===== config.mk =====
export PLATFORM = sky130hd
export DESIGN_NAME = reg_id_ex_skid
export DESIGN_NICKNAME = d
export VERILOG_FILES = /design/src/rtl/reg_id_ex_skid.sv
export SDC_FILE = /design/constraint.sdc
export NUM_CORES = 1
export LEC_CHECK = 0
export CAP_MARGIN = 30
export CORE_MARGIN = 5
export CORE_UTILIZATION = 25
export DETAILED_ROUTE_END_ITERATION = 10
export PLACE_DENSITY_LB_ADDON = 0.12
export SYNTH_ARGS = -nofsm -noshare
export SYNTH_HDL_FRONTEND = slang
export SYNTH_SLANG_ARGS = --single-unit

===== constraint.sdc =====
create_clock -name clk_i -period 2.5 [get_ports clk_i]
set_input_delay 0.375 -clock clk_i [delete_from_list [all_inputs] [get_ports clk_i]]
set_output_delay 0.375 -clock clk_i [all_outputs]
set_load 0.05 [all_outputs]

===== src/rtl/reg_id_ex_skid.sv =====
// ID/EX pipeline register with valid/ready handshake, 2-entry skid buffer,
// synchronous flush, bubble gating of the control word and a bubble counter.
module reg_id_ex_skid #(
  parameter int unsigned CTRL_W  = 11,
  parameter int unsigned PC_W    = 32,
  parameter int unsigned DATA_W  = 32,
  parameter int unsigned INSTR_W = 21,
  parameter int unsigned CNT_W   = 16
) (
  input  logic               clk_i,
  input  logic               rst_n,
  input  logic               flush_i,
  input  logic               in_valid_i,
  output logic               in_ready_o,
  input  logic [CTRL_W-1:0]  decoder_i,
  input  logic [PC_W-1:0]    PC_plus4_i,
  input  logic [DATA_W-1:0]  ReadData1_i,
  input  logic [DATA_W-1:0]  ReadData2_i,
  input  logic [DATA_W-1:0]  signed_extension_i,
  input  logic [DATA_W-1:0]  zero_filled_i,
  input  logic [INSTR_W-1:0] instruction_i,
  output logic               out_valid_o,
  input  logic               out_ready_i,
  output logic [CTRL_W-1:0]  decoder_o,
  output logic [PC_W-1:0]    PC_plus4_o,
  output logic [DATA_W-1:0]  ReadData1_o,
  output logic [DATA_W-1:0]  ReadData2_o,
  output logic [DATA_W-1:0]  signed_extension_o,
  output logic [DATA_W-1:0]  zero_filled_o,
  output logic [INSTR_W-1:0] instruction_o,
  output logic [CNT_W-1:0]   bubble_cnt_o
);

  localparam int unsigned PL_W = CTRL_W + PC_W + 4 * DATA_W + INSTR_W;

  // State bit 0 is main_valid, bit 1 is skid_valid, so both valids come
  // straight off the state register.
  typedef enum logic [1:0] {
    EMPTY = 2'b00,
    FULL  = 2'b01,
    SKID  = 2'b11
  } state_t;

  state_t            state;
  state_t            state_nxt;
  logic [PL_W-1:0]   main_q;
  logic [PL_W-1:0]   skid_q;
  logic [PL_W-1:0]   in_pl;
  logic [CTRL_W-1:0] main_dec;
  logic [CNT_W-1:0]  cnt_q;
  logic              load_main_in;
  logic              load_main_skid;
  logic              load_skid;
  logic              accept;
  logic              consume;

  assign in_pl = {decoder_i, PC_plus4_i, ReadData1_i, ReadData2_i,
                  signed_extension_i, zero_filled_i, instruction_i};

  assign in_ready_o  = ~state[1];
  assign out_valid_o = state[0];
  assign accept      = in_valid_i & in_ready_o;
  assign consume     = out_valid_o & out_ready_i;

  assign {main_dec, PC_plus4_o, ReadData1_o, ReadData2_o,
          signed_extension_o, zero_filled_o, instruction_o} = main_q;

  // Control word reads as a NOP whenever no payload is presented.
  assign decoder_o    = out_valid_o ? main_dec : CTRL_W'(0);
  assign bubble_cnt_o = cnt_q;

  // State register.
  always_ff @(posedge clk_i or negedge rst_n) begin
    if (!rst_n) begin
      state <= EMPTY;
    end else begin
      state <= state_nxt;
    end
  end

  // Next-state and payload load selection; flush overrides the state move.
  always_comb begin
    state_nxt      = state;
    load_main_in   = 1'b0;
    load_main_skid = 1'b0;
    load_skid      = 1'b0;
    case (state)
      EMPTY: begin
        if (accept) begin
          load_main_in = 1'b1;
          state_nxt    = FULL;
        end
      end
      FULL: begin
        if (accept && consume) begin
          load_main_in = 1'b1;
        end else if (accept) begin
          load_skid = 1'b1;
          state_nxt = SKID;
        end else if (consume) begin
          state_nxt = EMPTY;
        end
      end
      SKID: begin
        if (consume) begin
          load_main_skid = 1'b1;
          state_nxt      = FULL;
        end
      end
      default: state_nxt = EMPTY;
    endcase
    if (flush_i) begin
      state_nxt = EMPTY;
    end
  end

  // Main and skid payload registers.
  always_ff @(posedge clk_i or negedge rst_n) begin
    if (!rst_n) begin
      main_q <= '0;
      skid_q <= '0;
    end else begin
      if (load_main_in) begin
        main_q <= in_pl;
      end else if (load_main_skid) begin
        main_q <= skid_q;
      end
      if (load_skid) begin
        skid_q <= in_pl;
      end
    end
  end

  // Saturating count of cycles where execute was ready but got no payload.
  always_ff @(posedge clk_i or negedge rst_n) begin
    if (!rst_n) begin
      cnt_q <= '0;
    end else if (out_ready_i && !out_valid_o && (cnt_q != {CNT_W{1'b1}})) begin
      cnt_q <= cnt_q + CNT_W'(1);
    end
  end

endmodule


==> impl_metrics.ini, run 1 <==
[drt]
wl_per_cell_um = 18.43
drt-pass1-iter-count = 5
wl_um = 50690
viasPerCell = 4.171
ant_nets = 0
vias = 11470
drc = 0
drt_iter0_markers = 474

[placement]
port_buffers = 406
dp_hpwl_um = 36120
gp_congestion = 0.7269
pre_cts_ws_ps = 232.0
place.detailed.instances = 2659

[setup_path]
worstPathArrival_ps = 1930
worstPathCellList = inv_1, clkdlybuf4s50_1
crit_type = flop to primary output
endpoint_kind = primary output
ff2ff_path_depth = 7
critPathMaxStageDelay_ps = 810
cp_data_required_time_ps = 2120
startpoint_type = flop
reg2reg_from = state[0]
crit_fanout = 6
rrSetupSlack_ps = 420
cpMaxStageDelayCell = clkdlybuf4s50_1
worstReg2RegEnd = main_q[94]

[timing]
drv_slew = 0
fin_crit_sh_pct = 92.13
setup-tns-final_ps = 0
worst_pin_slew_ps = 648.0
rsz0062_at_grt = no
final-setup-viol-count = 0
fin_crit_ps = 2303
hold_viol_final = 0
setup_slack_ps = 196.7
whs_ps = 360.7
max_clock_freq_mhz = 434.2
max-slew-margin-rel_pct = 56.80
fin_skew_ps = 17.25

[yosys]
synth_compound_area_share_pct = 5.606
yosysUniqueCellTypes = 36
syn_area_mm2 = 0.01817
synth_top_family_by_area = multiplexers
synth_edf_count = 0
yosysSeqAreaShare_pct = 55.38
synthCells = 1520
synthMuxAreaShare_pct = 22.54
synth-simple-area-share_pct = 5.524
ys_async_sr_fraction_pct = 100.0
ys_warn_count = 0
ys.flop_type = dfrtp_1
synth_fa_ha_area_share_pct = 0.3444
synth-xor-area-share_pct = 0.7714
avgSynthCellArea_um2 = 11.95
synth_nets = 1722
ys_ff_latch = 402

[layout]
final_cells = 2751
layout_common_cells = dfrtp_1 (402), clkdlybuf4s50_1 (393), nand2_1 (200)
fillers = 7169
post-route-util_pct = 33.55
syn_to_final_growth_pct = 32.49
layout_commonest_cell = dfrtp_1
multiInputGateArea_mm2 = 0.006352
drive_gt1_share_pct = 13.62
ff_latch_area_mm2 = 0.01006
nets = 1964

[grt]
use_met1_pct = 15.59
grt_pass1_wl_um = 77980
grt_max_degree = 71
grt-ovfl-total = 0
grt_pass1_vias = 12530
antenna_found_initial = 4
gr-usage-met2_pct = 22.27
top_usage_layer = met2
use_met3_pct = 3.242
grtUsageTotal_pct = 12.68

[cts]
cts_buffers = 50
hold_buffers = 1
tritoncts = yes
path_clk_slew_ps = 60
ctsResizeCount = 0
h-tree-depth = 2
cts_sinks = 402
cts_root_buffer = clkbuf_16
clock_latency_ps = 570
clock_path_buffers = 3
post-cts-setup-buffers = 0

[job]
drv_cap = 0

[floorplanning]
die_w_um = 279.6
die_height_um = 279.6
die_area_mm2 = 0.07816
ioPinCount = 407
initial_core_util_pct = 25.33
core_area_mm2 = 0.07173
rows = 98

[power]
combPwrFrac_pct = 43.7
switching_share_pct = 40.88
powerDensity_mw_per_mm2 = 1381
p_sw_mw = 13.59
p_seq_share_pct = 34.5
ir_worst_vdd_uv = 726.2
power.leakage_nw = 11.26
intPower_mw = 19.66
power_frac_clock_pct = 21.9

[min_path]
hold_end = main_q[58]
worstHoldPathCells = 3
hold_start = signed_extension_i[5]
hold_path.class = primary input to flop

[outcome]
status = complete, no violations
[synthesized netlist by cell type, types with 2 or more instances]
cell type | n | share of area (%)
dfrtp_1 | 402 | 55
nand2_1 | 200 | 4.1
mux2i_1 | 192 | 11
buf_4 | 182 | 7.5
o21ai_1 | 163 | 4.5
mux2_1 | 99 | 6.1
mux2_2 | 94 | 5.8
buf_2 | 66 | 1.8
o21ai_0 | 30 | 0.83
buf_1 | 12 | 0.25
and2_1 | 11 | 0.38
xnor2_1 | 10 | 0.48
nand3_1 | 9 | 0.25
clkbuf_1 | 7 | 0.14
xor2_1 | 6 | 0.29
ha_1 | 5 | 0.34
inv_1 | 5 | 0.10
nand4_1 | 4 | 0.14
nor2_1 | 4 | 0.083
a21oi_1 | 2 | 0.055
and3_1 | 2 | 0.069
[kinds of logic after synthesis]
group | Yosys count
multiplexers | 385
XOR/XNOR | 16
buffers and inverters | 272
AND/OR/NAND/NOR | 240
flip-flops | 402
AO/OA/AOI/OAI | 200
adder cells (fa/ha/maj) | 5
[worst max-delay path: cells and delay by family (launching register included)]
| kind | cells | cell delay, ps |
|---|---|---|
| buffers and inverters | 2 | 930 |
| flip-flops | 1 | 430 |
[metal layers]
layer  routed length, um  part of all wire [%]
met2               25560                    50
met1               21240                    42
met5                  13                 0.026
met4                1129                   2.2
met3                2754                   5.4
[how the worst max path moves through the flow]
stage,startpoint,endpoint,cells after the start
CTS,state[1],in_ready_o,2
global route,state[1],in_ready_o,2
detailed placement,out_ready_i,skid_q[140],6
global placement,out_ready_i,skid_q[156],6
floorplan,state[0],main_q[11],11
finish,state[1],in_ready_o,2
[layout make-up]
cell class / count / share of cell area, %
Tap cell: 950 / 4.939
Inverter: 5 / 0.07798
Timing Repair Buffer: 457 / 19.79
Antenna cell: 2 / 0.02079
Sequential cell: 402 / 41.80
Clock inverter: 10 / 0.4575
Multi-Input combinational cell: 846 / 26.39
Clock buffer: 79 / 6.529
[power by group through the flow]
stage / Sequential [mW] / Clock, mW / Combinational [mW]
2_1_floorplan: 11.1 / 0 / 11.7
3_3_place_gp: 11.5 / 0 / 14.6
3_5_place_dp: 11.6 / 0 / 14.8
4_1_cts: 11.5 / 7.61 / 14.8
5_1_grt: 11.9 / 7.84 / 15.5
6_report: 11.5 / 7.27 / 14.5
[per-stage QoR]
step / power, mW / cell area, um^2
4_1_cts: 33.95 / 24060
2_1_floorplan: 22.82 / 18170
3_5_place_dp: 26.41 / 22370
5_1_grt: 35.24 / 24060
3_3_place_gp: 26.11 / 22370
6_report: 33.25 / 24070
[registers in the layout (all words and copies together), names as in the netlist]
name / flops
main_q: 192
skid_q: 192
state: 2
bubble_cnt_o: 16
No activity file was read; power rests on OpenSTA's default activity.
==> run 2, diff against run 1 <==
--- a/config.mk
+++ b/config.mk
@@ -6,4 +6,5 @@
 export NUM_CORES = 1
 export LEC_CHECK = 0
+export ABC_CLOCK_PERIOD_IN_PS = 2900
 export CAP_MARGIN = 30
 export CORE_MARGIN = 5
==> constraint.sdc (replaced) <==
create_clock -name clk_i -period 2.9 [get_ports clk_i]
set_input_delay 0.58 -clock clk_i [delete_from_list [all_inputs] [get_ports clk_i]]
set_output_delay 0.58 -clock clk_i [all_outputs]
set_load 0.05 [all_outputs]
==> impl_metrics.ini, run 2 (synthesized netlist as in run 1, its figures left out) <==
[min_path]
hold_path.class = flop to flop
worstHoldPathCells = 1
hold_end = skid_q[133]
hold_start = skid_q[133]

[timing]
max_clock_freq_mhz = 365.4
fin_skew_ps = 10.98
fin_crit_ps = 2737
max-slew-margin-rel_pct = 58.85
fin_crit_sh_pct = 94.37
worst_pin_slew_ps = 615.3
hold_viol_final = 0
rsz0062_at_grt = no
setup-tns-final_ps = 0
drv_slew = 0
final-setup-viol-count = 0

[setup_path]
critPathMaxStageDelay_ps = 830
worstPathCellList = buf_4, and2_1, clkdlybuf4s50_1
worstPathArrival_ps = 2160
path_buf_inv = 2
startpoint_type = flop
crit_fanout = 14
worstReg2RegEnd = main_q[136]
rrSetupSlack_ps = 880
crit_type = flop to primary output
cp_data_required_time_ps = 2320
cpMaxStageDelayCell = clkdlybuf4s50_1
path_delay_family = buffers and inverters
ff2ff_path_depth = 7
endpoint_kind = primary output
reg2reg_from = state[0]

[power]
ir_worst_vdd_uv = 594.7
powerDensity_mw_per_mm2 = 1187
report.power.total_mw = 28.44
power.leakage_nw = 11.17

[layout]
layout_commonest_cell = dfrtp_1
syn_to_final_growth_pct = 31.94
nets = 1962
layout_common_cells = dfrtp_1 (402), clkdlybuf4s50_1 (401), nand2_1 (200)
final_cell_area_mm2 = 0.02397
fillers = 7197
drive_gt1_share_pct = 12.63

[placement]
gp_congestion = 0.7284
port_buffers = 406
dp_hpwl_um = 36470
place_area_mm2 = 0.02236

[grt]
grt-ovfl-total = 0
grt_pass1_wl_um = 79180
grt_pass1_vias = 12580
grt_max_degree = 60
grtUsageTotal_pct = 12.89
antenna_found_initial = 9

[drt]
wl_per_cell_um = 18.73
wl_um = 51400
drc = 0
drt-pass1-iter-count = 4
vias = 11590
drt_iter0_markers = 410
viasPerCell = 4.225
ant_nets = 0

[cts]
h-tree-depth = 2
tritoncts = yes
hold_buffers = 1
clock_latency_ps = 570
cts_sinks = 402
post-cts-setup-buffers = 0
clock_path_buffers = 3
cts_root_buffer = clkbuf_16
cts_buffers = 50
path_clk_slew_ps = 50
ctsResizeCount = 0

[floorplanning]
ioPinCount = 407
die_area_mm2 = 0.07816
die_height_um = 279.6
initial_core_util_pct = 25.33
die_w_um = 279.6
rows = 98
core_area_mm2 = 0.07173

[job]
drv_cap = 0

[outcome]
status = complete, no violations
==> run 2: report_power, final <==
part / leakage [nW] / internal, mW / switching [mW]
logic: 5.53 / 4.76 / 7.82
registers: 4.87 / 8.34 / 1.51
clock network: 0.775 / 3.66 / 2.36
==> run 2: layout make-up <==
type / instances / area (um^2) / area share (%)
clock inverter: 7 / 65.06 / 0.2715
tap: 950 / 1189 / 4.959
antenna: 4 / 10.01 / 0.04176
multi-input combinational: 846 / 6352 / 26.50
timing repair buffer: 455 / 4755 / 19.84
sequential: 402 / 10060 / 41.97
clock buffer: 75 / 1519 / 6.337
inverter: 5 / 18.77 / 0.07830
==> run 2: how the worst max path moves through the flow <==
stage / startpoint / slack (ps) / depth (start not counted) / end
final: state[0] / 160 / 3 / decoder_o[10]
after global routing: state[0] / 50 / 3 / decoder_o[10]
after CTS: state[0] / 70 / 3 / decoder_o[10]
after detailed placement: out_ready_i / 350 / 6 / skid_q[12]
after global placement: out_ready_i / 370 / 6 / skid_q[4]
after floorplan: state[0] / 580 / 11 / main_q[11]
==> run 2: per-layer routing <==
| metal | share of wire, % | track usage (%) | wire [um] | vias to the layer above |
|---|---|---|---|---|
| li1 | - | - | - | 5484 |
| met1 | 40 | 15.28 | 20740 | 5777 |
| met2 | 51 | 22.91 | 26320 | 248 |
| met3 | 6.0 | 3.500 | 3080 | 80 |
| met4 | 2.4 | 3.823 | 1220 | 4 |
| met5 | 0.066 | 0 | 34 | - |
==> run 2: stage by stage <==
step                      instances  setup slack, ps  utilization (%)  hold WS, ps
final                          2744            163.2            33.41        487.8
after global routing           2741            52.11            33.40        499.6
after CTS                      2740            68.13            33.40        466.4
after detailed placement       2657            352.5            31.18        480.2
after global placement         2657            371.2            31.18        472.4
after floorplan                1520            579.2                -        284.4
==> run 2: worst reg2reg max path, stage by stage, from the launching register on <==
cell and delay (ps):
dfrtp_1 380, buf_4 210, ha_1 260, nand3_4 130, buf_12 190, buf_4 400
mux2i_1 270, o21ai_1 70
==> run 3, diff against run 2 <==
- ABC_AREA: unset -> 1
- RECOVER_POWER: unset -> 100
==> impl_metrics.ini, run 3 <==
[timing]
fin_crit_ps = 2767
final-setup-viol-count = 0
fin_crit_sh_pct = 95.41
max-slew-margin-rel_pct = -2.327
rsz0062_at_grt = no
drv_slew = 51
fin_skew_ps = 17.81
max_clock_freq_mhz = 361.4
setup_slack_ps = 133.2
whs_ps = 471.9
worst_pin_slew_ps = 1535
hold_viol_final = 0
setup-tns-final_ps = 0

[yosys]
synthCells = 1857
yosysUniqueCellTypes = 25
ys_warn_count = 0
ys_ff_latch = 402
synthMuxAreaShare_pct = 11.52
synth_commonest_cells = nand2_1 (475), dfrtp_1 (402), nand3_1 (203)
syn_area_mm2 = 0.01876
yosysSeqAreaShare_pct = 53.62
synthTopCellsByArea = dfrtp_1 (54%), mux2_2 (10%), nand2_1 (9.5%)
synth_top_family_by_area = simple AND/OR/NAND/NOR gates
yosysTopAreaCell = dfrtp_1
synth-simple-area-share_pct = 22.25
synth_fa_ha_area_share_pct = 0.3334
ys_async_sr_fraction_pct = 100.0
synth_edf_count = 0
ys.flop_type = dfrtp_1
avgSynthCellArea_um2 = 10.10
synth_top_cell_area_share_pct = 53.62
synth_nets = 2059
synth_compound_area_share_pct = 0.2201
synth_most_common_cell = nand2_1
synth-xor-area-share_pct = 0.3268

[power]
ir_worst_vdd_uv = 491.2
report.power.total_mw = 29.23
powerDensity_mw_per_mm2 = 1217
power.leakage_nw = 10.59

[floorplanning]
die_w_um = 283.9
die_height_um = 283.9
die_area_mm2 = 0.08062
rows = 100
ioPinCount = 407
core_area_mm2 = 0.07445
initial_core_util_pct = 25.20

[placement]
pre_cts_ws_ps = 371.9
place_area_mm2 = 0.02257
port_buffers = 406
gp_congestion = 0.7642
place.detailed.instances = 2959
dp_hpwl_um = 37980

[drt]
ant_nets = 0
drc = 0
viasPerCell = 4.553
drt_iter0_markers = 630
wl_um = 60190
vias = 13910
drt-pass1-iter-count = 4
wl_per_cell_um = 19.70

[cts]
h-tree-depth = 2
tritoncts = yes
path_clk_slew_ps = 60
cts_buffers = 49
clock_path_buffers = 3
cts_root_buffer = clkbuf_16
clock_latency_ps = 580
cts_sinks = 402

[grt]
grt-ovfl-total = 0
grt_max_degree = 113
grtUsageTotal_pct = 14.50
grt_pass1_wl_um = 93320
grt_pass1_vias = 14370
antenna_found_initial = 11

[setup_path]
worstPathArrival_ps = 2190
startpoint_type = flop
crit_type = flop to primary output
path_delay_family = buffers and inverters
crit_fanout = 16
endpoint_kind = primary output
cp_data_required_time_ps = 2320
path_buf_inv = 2
cpMaxStageDelayCell = clkdlybuf4s50_1
critPathMaxStageDelay_ps = 820
worstPathCellList = nand2_1, inv_1, clkdlybuf4s50_1

[layout]
nets = 2244
multiInputGateArea_mm2 = 0.006528
drive_gt1_share_pct = 14.29
syn_to_final_growth_pct = 27.96
fillers = 7558
final_cells = 3055
final_cell_area_mm2 = 0.02401
post-route-util_pct = 32.25
ff_latch_area_mm2 = 0.01006
layout_common_cells = nand2_1 (474), dfrtp_1 (401), nand3_1 (203)
layout_commonest_cell = nand2_1

[job]
drv_cap = 1

[outcome]
status = finished with violations
violations = max-capacitance violations, max-slew violations

[min_path]
hold_path.class = flop to flop
-- run 3: changes by cell type after synthesis, sizes merged, moves of 26 or more --
| cell | change |
|---|---|
| nand2 | +276 |
| nand3 | +195 |
| nand4 | +195 |
| mux2i | -192 |
| o21ai | -188 |
| inv | +26 |
-- run 3: layer usage --
layer | GRT usage, % | vias to the layer above | part of all wire [%]
met5 | 0 | - | 0.080
met4 | 3.357 | 8 | 1.8
met3 | 4.795 | 75 | 7.5
met2 | 22.88 | 333 | 47
met1 | 19.41 | 6955 | 44
li1 | - | 6539 | -
-- run 3: worst paths after layout --
| path | end | slack [ps] | start | depth (start not counted) |
|---|---|---|---|---|
| setup / recovery | decoder_o[1] | 130 | state[0] | 3 |
| hold / removal | main_q[180] | 470 | main_q[180] | 2 |
| setup reg to reg | skid_q[161] | 210 | state[0] | 5 |
| hold reg to reg | main_q[180] | 470 | main_q[180] | 2 |
| max in group asynchronous | skid_q[176] | 430 | rst_n | 3 |
| min in group asynchronous | skid_q[81] | 900 | rst_n | 2 |
-- run 3: layout make-up --
cell class                 instances  share of cell area, %
multi-input combinational       1113                  27.19
clock inverter                    13                 0.5368
antenna                            7                0.07297
timing repair buffer             445                  18.62
inverter                          31                 0.4847
tap                              969                  5.050
clock buffer                      75                  6.140
sequential                       402                  41.91
-- run 3: worst min-delay path, cell delays in order (launching register included) --
cell,delay [ps]
dfrtp_1,330
nand2_1,50
nand3_1,50
-- run 3: kinds of logic (layout without fill, tap and decap cells) --
group / count (synthesis) / after routing
AO/OA/AOI/OAI: 6 / 6
XOR/XNOR: 7 / 7
adder cells (fa/ha/maj): 5 / 5
buffers and inverters: 342 / 564
flip-flops: 402 / 402
multiplexers: 192 / 192
other: 0 / 7
AND/OR/NAND/NOR: 903 / 903
-- run 3: report_power, final --
part,switching [mW],internal [mW],total [mW]
Clock,2.48,3.67,6.14
Combinational,8.87,4.36,13.2
Sequential,1.50,8.36,9.86
Total,12.8,16.4,29.2
-- run 3: what timing repair did --
action / 4_1_cts / 5_1_grt
buffers inserted: 0 / 0
endpoints found under the setup margin: 9 / 4
hold buffers: 1 / 0
cloned: 0 / 0
gates resized for setup: 1 / 4
hold endpoints to repair: 40 / 0
